### src/rtl/vga_layer_mixer.sv
// Priority compositor between the VGA sync generator and the DAC pins.
// Config is shadowed at frame start; output and sync leave together after two cycles.
module vga_layer_mixer #(
    parameter int NUM_LAYERS   = 4,
    parameter int COLOR_BITS   = 4,
    parameter int FLASH_FRAMES = 30,
    parameter bit VS_ACT_LOW   = 1'b1
) (
    input  logic                               vga_clk,
    input  logic                               reset,
    input  logic                               disparea_in,
    input  logic                               hs_in,
    input  logic                               vs_in,
    input  logic [NUM_LAYERS-1:0]              layer_hit,
    input  logic [NUM_LAYERS*3*COLOR_BITS-1:0] layer_color,
    input  logic [NUM_LAYERS-1:0]              cfg_enable,
    input  logic [NUM_LAYERS-1:0]              cfg_flash,
    input  logic [3*COLOR_BITS-1:0]            cfg_bg,
    output logic                               hs_out,
    output logic                               vs_out,
    output logic [COLOR_BITS-1:0]              vga_r,
    output logic [COLOR_BITS-1:0]              vga_g,
    output logic [COLOR_BITS-1:0]              vga_b,
    output logic                               frame_tick
);

    localparam int PW = 3 * COLOR_BITS;
    localparam int CW = $clog2(FLASH_FRAMES + 1);
    localparam logic SYNC_IDLE = VS_ACT_LOW;
    localparam logic VS_ACTIVE = ~VS_ACT_LOW;
    localparam logic [CW-1:0] CNT_LAST = CW'(FLASH_FRAMES - 1);

    logic                  vsPrev_q;
    logic [NUM_LAYERS-1:0] enSh_q;
    logic [NUM_LAYERS-1:0] flSh_q;
    logic [PW-1:0]         bgSh_q;
    logic [CW-1:0]         frameCnt_q;
    logic [CW-1:0]         frameCnt_d;
    logic                  flashPhase_q;
    logic                  frameTick_q;

    logic                  disp1_q;
    logic                  hs1_q;
    logic                  vs1_q;
    logic                  valid1_q;
    logic [PW-1:0]         color1_q;
    logic [PW-1:0]         bg1_q;

    logic                  hsOut_q;
    logic                  vsOut_q;
    logic [PW-1:0]         pixel_q;
    logic [PW-1:0]         pixel_d;

    logic                  frameStart;
    logic                  frameWrap;
    logic [NUM_LAYERS-1:0] visible;
    logic                  winValid;
    logic [PW-1:0]         winColor;

    assign frameStart = (vs_in == VS_ACTIVE) && (vsPrev_q != VS_ACTIVE);
    assign frameWrap  = (frameCnt_q == CNT_LAST);
    assign frameCnt_d = frameWrap ? '0 : frameCnt_q + CW'(1);

    // Flashing layers are suppressed during the odd flash phase only.
    assign visible = layer_hit & enSh_q & (~flSh_q | {NUM_LAYERS{~flashPhase_q}});

    always_comb begin
        winValid = 1'b0;
        winColor = '0;
        for (int i = NUM_LAYERS - 1; i >= 0; i--) begin
            if (visible[i]) begin
                winValid = 1'b1;
                winColor = layer_color[i*PW +: PW];
            end
        end
    end

    assign pixel_d = disp1_q ? (valid1_q ? color1_q : bg1_q) : '0;

    always_ff @(posedge vga_clk) begin
        if (reset) begin
            vsPrev_q     <= SYNC_IDLE;
            enSh_q       <= '0;
            flSh_q       <= '0;
            bgSh_q       <= '0;
            frameCnt_q   <= '0;
            flashPhase_q <= 1'b0;
            frameTick_q  <= 1'b0;
            disp1_q      <= 1'b0;
            hs1_q        <= SYNC_IDLE;
            vs1_q        <= SYNC_IDLE;
            valid1_q     <= 1'b0;
            color1_q     <= '0;
            bg1_q        <= '0;
            hsOut_q      <= SYNC_IDLE;
            vsOut_q      <= SYNC_IDLE;
            pixel_q      <= '0;
        end else begin
            vsPrev_q    <= vs_in;
            frameTick_q <= frameStart;
            // Shadows load here, so the S1 decision this cycle still uses the old frame's config.
            if (frameStart) begin
                enSh_q     <= cfg_enable;
                flSh_q     <= cfg_flash;
                bgSh_q     <= cfg_bg;
                frameCnt_q <= frameCnt_d;
                if (frameWrap) begin
                    flashPhase_q <= ~flashPhase_q;
                end
            end
            disp1_q  <= disparea_in;
            hs1_q    <= hs_in;
            vs1_q    <= vs_in;
            valid1_q <= winValid;
            color1_q <= winColor;
            bg1_q    <= bgSh_q;
            hsOut_q  <= hs1_q;
            vsOut_q  <= vs1_q;
            pixel_q  <= pixel_d;
        end
    end

    assign hs_out     = hsOut_q;
    assign vs_out     = vsOut_q;
    assign frame_tick = frameTick_q;
    assign {vga_r, vga_g, vga_b} = pixel_q;

endmodule

### config.mk
export PLATFORM = sky130hd
export DESIGN_NAME = vga_layer_mixer
export DESIGN_NICKNAME = d
export VERILOG_FILES = /design/src/rtl/vga_layer_mixer.sv
export SDC_FILE = /design/constraint.sdc
export NUM_CORES = 1
export LEC_CHECK = 0
export ABC_AREA = 1
export CORE_ASPECT_RATIO = 0.8
export CORE_MARGIN = 4
export CORE_UTILIZATION = 40
export CTS_BUF_LIST = sky130_fd_sc_hd__clkbuf_16
export DETAILED_ROUTE_END_ITERATION = 8
export PLACE_DENSITY = 0.67
export SLEW_MARGIN = 15
export SYNTH_ARGS = -nofsm -noshare
export SYNTH_HDL_FRONTEND = slang
export SYNTH_SLANG_ARGS = --single-unit
### constraint.sdc
create_clock -name vga_clk -period 1.55 [get_ports vga_clk]
set_input_delay 0.31 -clock vga_clk [delete_from_list [all_inputs] [get_ports vga_clk]]
set_output_delay 0.31 -clock vga_clk [all_outputs]
set_load 0.05 [all_outputs]
After elaboration in Yosys (flattened, before gate mapping):

Cells that the tools add are included.
Widths: inputs -> output; s select.

* input port bits: 77
* register bits after elaboration: 69
* word-level logic and storage cells: 37

* multiplexer cells: 10
* reduce and logical (&&, ||, !) cells: 3
* $add $sub $neg: 1
* bitwise operators: 7
* equal/unequal tests: 1

Operators by type and width (count)
* $mux 12: 5
* $and 4x4->4: 2
* $add 5x1->5 const B: 1
* $eq 5x5->1 const B: 1
* $mux 5: 1
* $mux 1: 4
* $not 4->4: 1
* $or 4x4->4: 1
* $not 1->1: 3
* $reduce_and 2->1: 1
* $reduce_or 2->1: 1
* $logic_and 1x1->1: 1

Depth between registers and ports, before layout:

* word-level depth: 7
* mapped depth: 8
* mapped depth without buffers: 8

Worst setup path after synthesis:

No wires, ideal clock.

* path type: flip-flop to flip-flop
* start point: register enSh_q[0]
* end point: register color1_q[0]
* stages on the path, launching flop included: 6
* arrival: 0.960 ns
* slack: 0.470 ns
* clock period less this slack: 1.080 ns
* cells stage by stage: dfxtp_1 nand2_1 a21oi_1 nor2_1 nor2_1 a21oi_1

* word-level cells in the longest chain between the ends: 3

RTL lines
* from (decl): line 34 `logic [NUM_LAYERS-1:0] enSh_q;`
* from (signal assigned): line 103 `enSh_q <= cfg_enable;`
* $and 4x4->4 (2 in series): line 65 `assign visible = layer_hit & enSh_q & (~flSh_q | {NUM_LAYERS{~flashPhase_q}});`
* $mux 12: line 71 `if (visible[i]) begin`
* to (signal assigned): line 115 `color1_q <= winColor;`
* to (decl): line 46 `logic [PW-1:0] color1_q;`

Every way passes these cells.
A chain may end at the register's enable or synchronous reset.

Final worst setup path:

* start point: input vs_in
* end point: register bgSh_q[0]

* word-level cells in the longest chain between the ends: 2

RTL lines
* from (decl): line 13 `input logic vs_in,`
* $not 1->1: line 60 `assign frameStart = (vs_in == VS_ACTIVE) && (vsPrev_q != VS_ACTIVE);`
* $logic_and 1x1->1: line 60
* to (signal assigned): line 105 `bgSh_q <= cfg_bg;`
* to (decl): line 36 `logic [PW-1:0] bgSh_q;`

Every way passes these cells.

==> impl_metrics.yaml <==
pwr:
  irDropWorstVdd_mv: 0.610
  power.total_mw: 4.49
  powerDensity_nw_per_um2: 1070
  p_leak_nw: 1.84
min_path:
  min_path_cells: 1
  hp-class: "register to register"
  hold_start: "hs1_q$_SDFF_PP1_"
  holdPathEnd: "hs_out$_SDFF_PP1_"
place:
  gp_congestion: 0.852
  dp.cells: 541
  numPortBuffers: 91
  hpwlAfterDp_um: 5600
routing:
  m1WireLength_um: 3310
  via_count: 2655
  first_iter_violations: 127
  first_pass_iters: 5
  drc: 0
  wl_um: 7410
  wl_per_cell_um: 13.3
  highest_layer: "met4"
  route.met2.wl_um: 3240
  drtAntennaViolNets: 0
  wl_met3_um: 746
  drt-vias-per-instance: 4.77
timing:
  slew_viol_final: 0
  fmax_ghz: 0.765
  holdWs_ns: 0.408
  setup_viol_count_final: 0
  relSlewSlack_pct: 73.3
  min_period_over_period_pct: 84.4
  period_minus_slack_ns: 1.31
  finalHoldViolations: 0
  tightestPinTransition_ns: 0.399
  clock_skew_ns: 0.00570
  rsz0062_at_grt: "no"
yosys:
  synth_area_sq_um: 2770
  syn_nets: 446
  syn_inst: 367
  yosysWarnings: 0
  avgSynthCellArea_sq_um: 7.55
  seq_area_frac_synth_pct: 49.8
  synth_cell_types: 25
  synth_seq_cells: 69
clock_network:
  cts.sinks: 69
  cts_max_level: 3
  ctsResizeCount: 0
  ctsHoldBuffers: 0
  tritoncts: "built"
  clk_latency_ns: 0.33
  path_clk_slew_ns: 0.05
  clockRootBuffer: "clkbuf_16"
  clockBufferDepth: 2
  cts-buffers-inserted: 9
  postCtsSetupRepairBufs: 0
setup_path:
  path_class: "input pin to register"
  crit_required_ns: 1.76
  rr_worst_depth: 7
  reg2reg_from: "flashPhase_q$_SDFFE_PP0P_"
  worstReg2RegEnd: "color1_q[4]$_SDFF_PP0_"
  worstSetupEndpointType: "register"
  startpoint_type: "input pin"
  startpoint: "vs_in"
  cp_max_fo: 14
  arrival_ns: 1.51
  ff2ff_setup_slack_ns: 0.27
global_route:
  grt_use_total_pct: 18.3
  antenna_found_initial: 0
  grt_pass1_wl_um: 11700
  overflow: 0
  grt_pass1_vias: 2549
  grt_max_degree: 24
floorplan:
  core-area_sq_um: 6570
  ios: 92
  initial_core_util_pct: 42.2
  die_area_sq_um: 8340
  die_x_um: 101
  die-height_um: 82.5
  placementRows: 26
outcome:
  status: "completed"
finish:
  fillers: 588
  layout-drive-gt1-share_pct: 12.1
  num_antenna_cells: 0
  finish.net_count: 547
  area_delta_synth_final_pct: 50.7
  final_cells: 557
flow_run:
  drv_cap: 0
per-stage QoR:
| step | setup WS (ns) | TNS [ns] | cell area (sq um) | util [%] |
|---|---|---|---|---|
| after floorplan | 0.470 | 0 | 2770 | - |
| after global placement | -0.0499 | -0.663 | 3890 | 59.2 |
| after detailed placement | -0.0870 | -1.22 | 3890 | 59.2 |
| after CTS | 0.221 | 0 | 4180 | 63.6 |
| after global routing | 0.0893 | 0 | 4180 | 63.6 |
| final | 0.242 | 0 | 4180 | 63.6 |
worst max-delay path: stages:
cell             delay (ns)
clkdlybuf4s50_1        0.42
nor2_2                 0.24
inv_1                  0.13
buf_12                 0.16
o21ai_0                0.19
a21oi_1                0.06
power breakdown:
group          switching, mW  total (mW)  internal, mW  leakage [nW]
sequential            0.0412        1.92          1.88         0.567
clock                  0.735        1.97          1.23         0.135
combinational          0.266       0.597         0.331          1.14
total                   1.04        4.49          3.44          1.84
state kept, by name, indices dropped and copies added (netlist names), 4 cells and up:
signal,count
bg1_q,12
bgSh_q,12
color1_q,12
pixel_q,12
frameCnt_q,5
enSh_q,4
flSh_q,4
synthesized netlist by cell type (all sizes together):
| cell type | count | area (sq um) |
|---|---|---|
| a21oi | 27 | 135 |
| nor2 | 61 | 234 |
| a31oi | 1 | 6.26 |
| nand2 | 71 | 274 |
| ha | 2 | 25.0 |
| o21ai | 14 | 70.1 |
| nand3 | 36 | 193 |
| clkbuf | 3 | 11.3 |
| inv | 46 | 173 |
| o22a | 11 | 96.3 |
| buf | 14 | 85.1 |
| xor2 | 3 | 26.3 |
| clkinv | 1 | 5.00 |
| xnor2 | 1 | 8.76 |
| dfxtp | 69 | 1380 |
| nand4 | 2 | 12.5 |
| o2111a | 1 | 11.3 |
| or2 | 4 | 25.0 |
layer usage:
layer | vias to the layer above | GRT usage (%)
met2 | 111 | 29.2
li1 | 1356 | -
met4 | 0 | 6.77
met5 | - | 0
met3 | 14 | 5.88
met1 | 1174 | 23.3
cells by family after synthesis:
group / share of synthesized area [%]
AOI/OAI and AO/OA: 11.5
buffers and inverters: 9.88
and+or+nand+nor: 26.6
adders and majority gates: 0.902
DFF: 49.8
xor gates and xnor gates: 1.26
layout make-up:
cell class / count / area [sq um] / share of cell area, %
clock buffers: 9 / 225 / 5.39
inverters: 47 / 178 / 4.25
well taps: 84 / 105 / 2.51
repair buffers: 107 / 1110 / 26.5
clock inverters: 7 / 66.3 / 1.59
multi-input cells: 234 / 1120 / 26.7
flip-flops and latches: 69 / 1380 / 33.1
placed cells by master (no fill, tap or decap):
master and count:
xnor2_1 1, a31oi_1 1, dfxtp_1 69, nand3_1 35
or2_2 3, clkbuf_16 9, ha_1 2, inv_2 1
clkinv_2 3, clkinv_1 1, nand2_2 3, a21oi_1 27
xor2_1 3, bufinv_16 1, inv_1 45, nand3_4 1
clkinvlp_4 3, buf_4 22, buf_12 9, or2_1 1
nor2_2 2, o21ai_0 14, clkdlybuf4s50_1 76, o22a_1 11
o2111a_1 1, nand2_1 68, nor2_1 59, nand4_1 2
worst max path at each step:
stage                     slack (ns)                endpoint  cells past startpoint
after floorplan                 0.47  color1_q[0]$_SDFF_PP0_                      5
after global placement         -0.05  bgSh_q[9]$_SDFFE_PP0N_                      5
after detailed placement       -0.09  bgSh_q[0]$_SDFFE_PP0N_                      6
after CTS                       0.22  bgSh_q[0]$_SDFFE_PP0N_                      6
after global routing            0.09  color1_q[7]$_SDFF_PP0_                      5
final                           0.24  bgSh_q[0]$_SDFFE_PP0N_                      6
No activity file was read; power rests on OpenSTA's default activity.
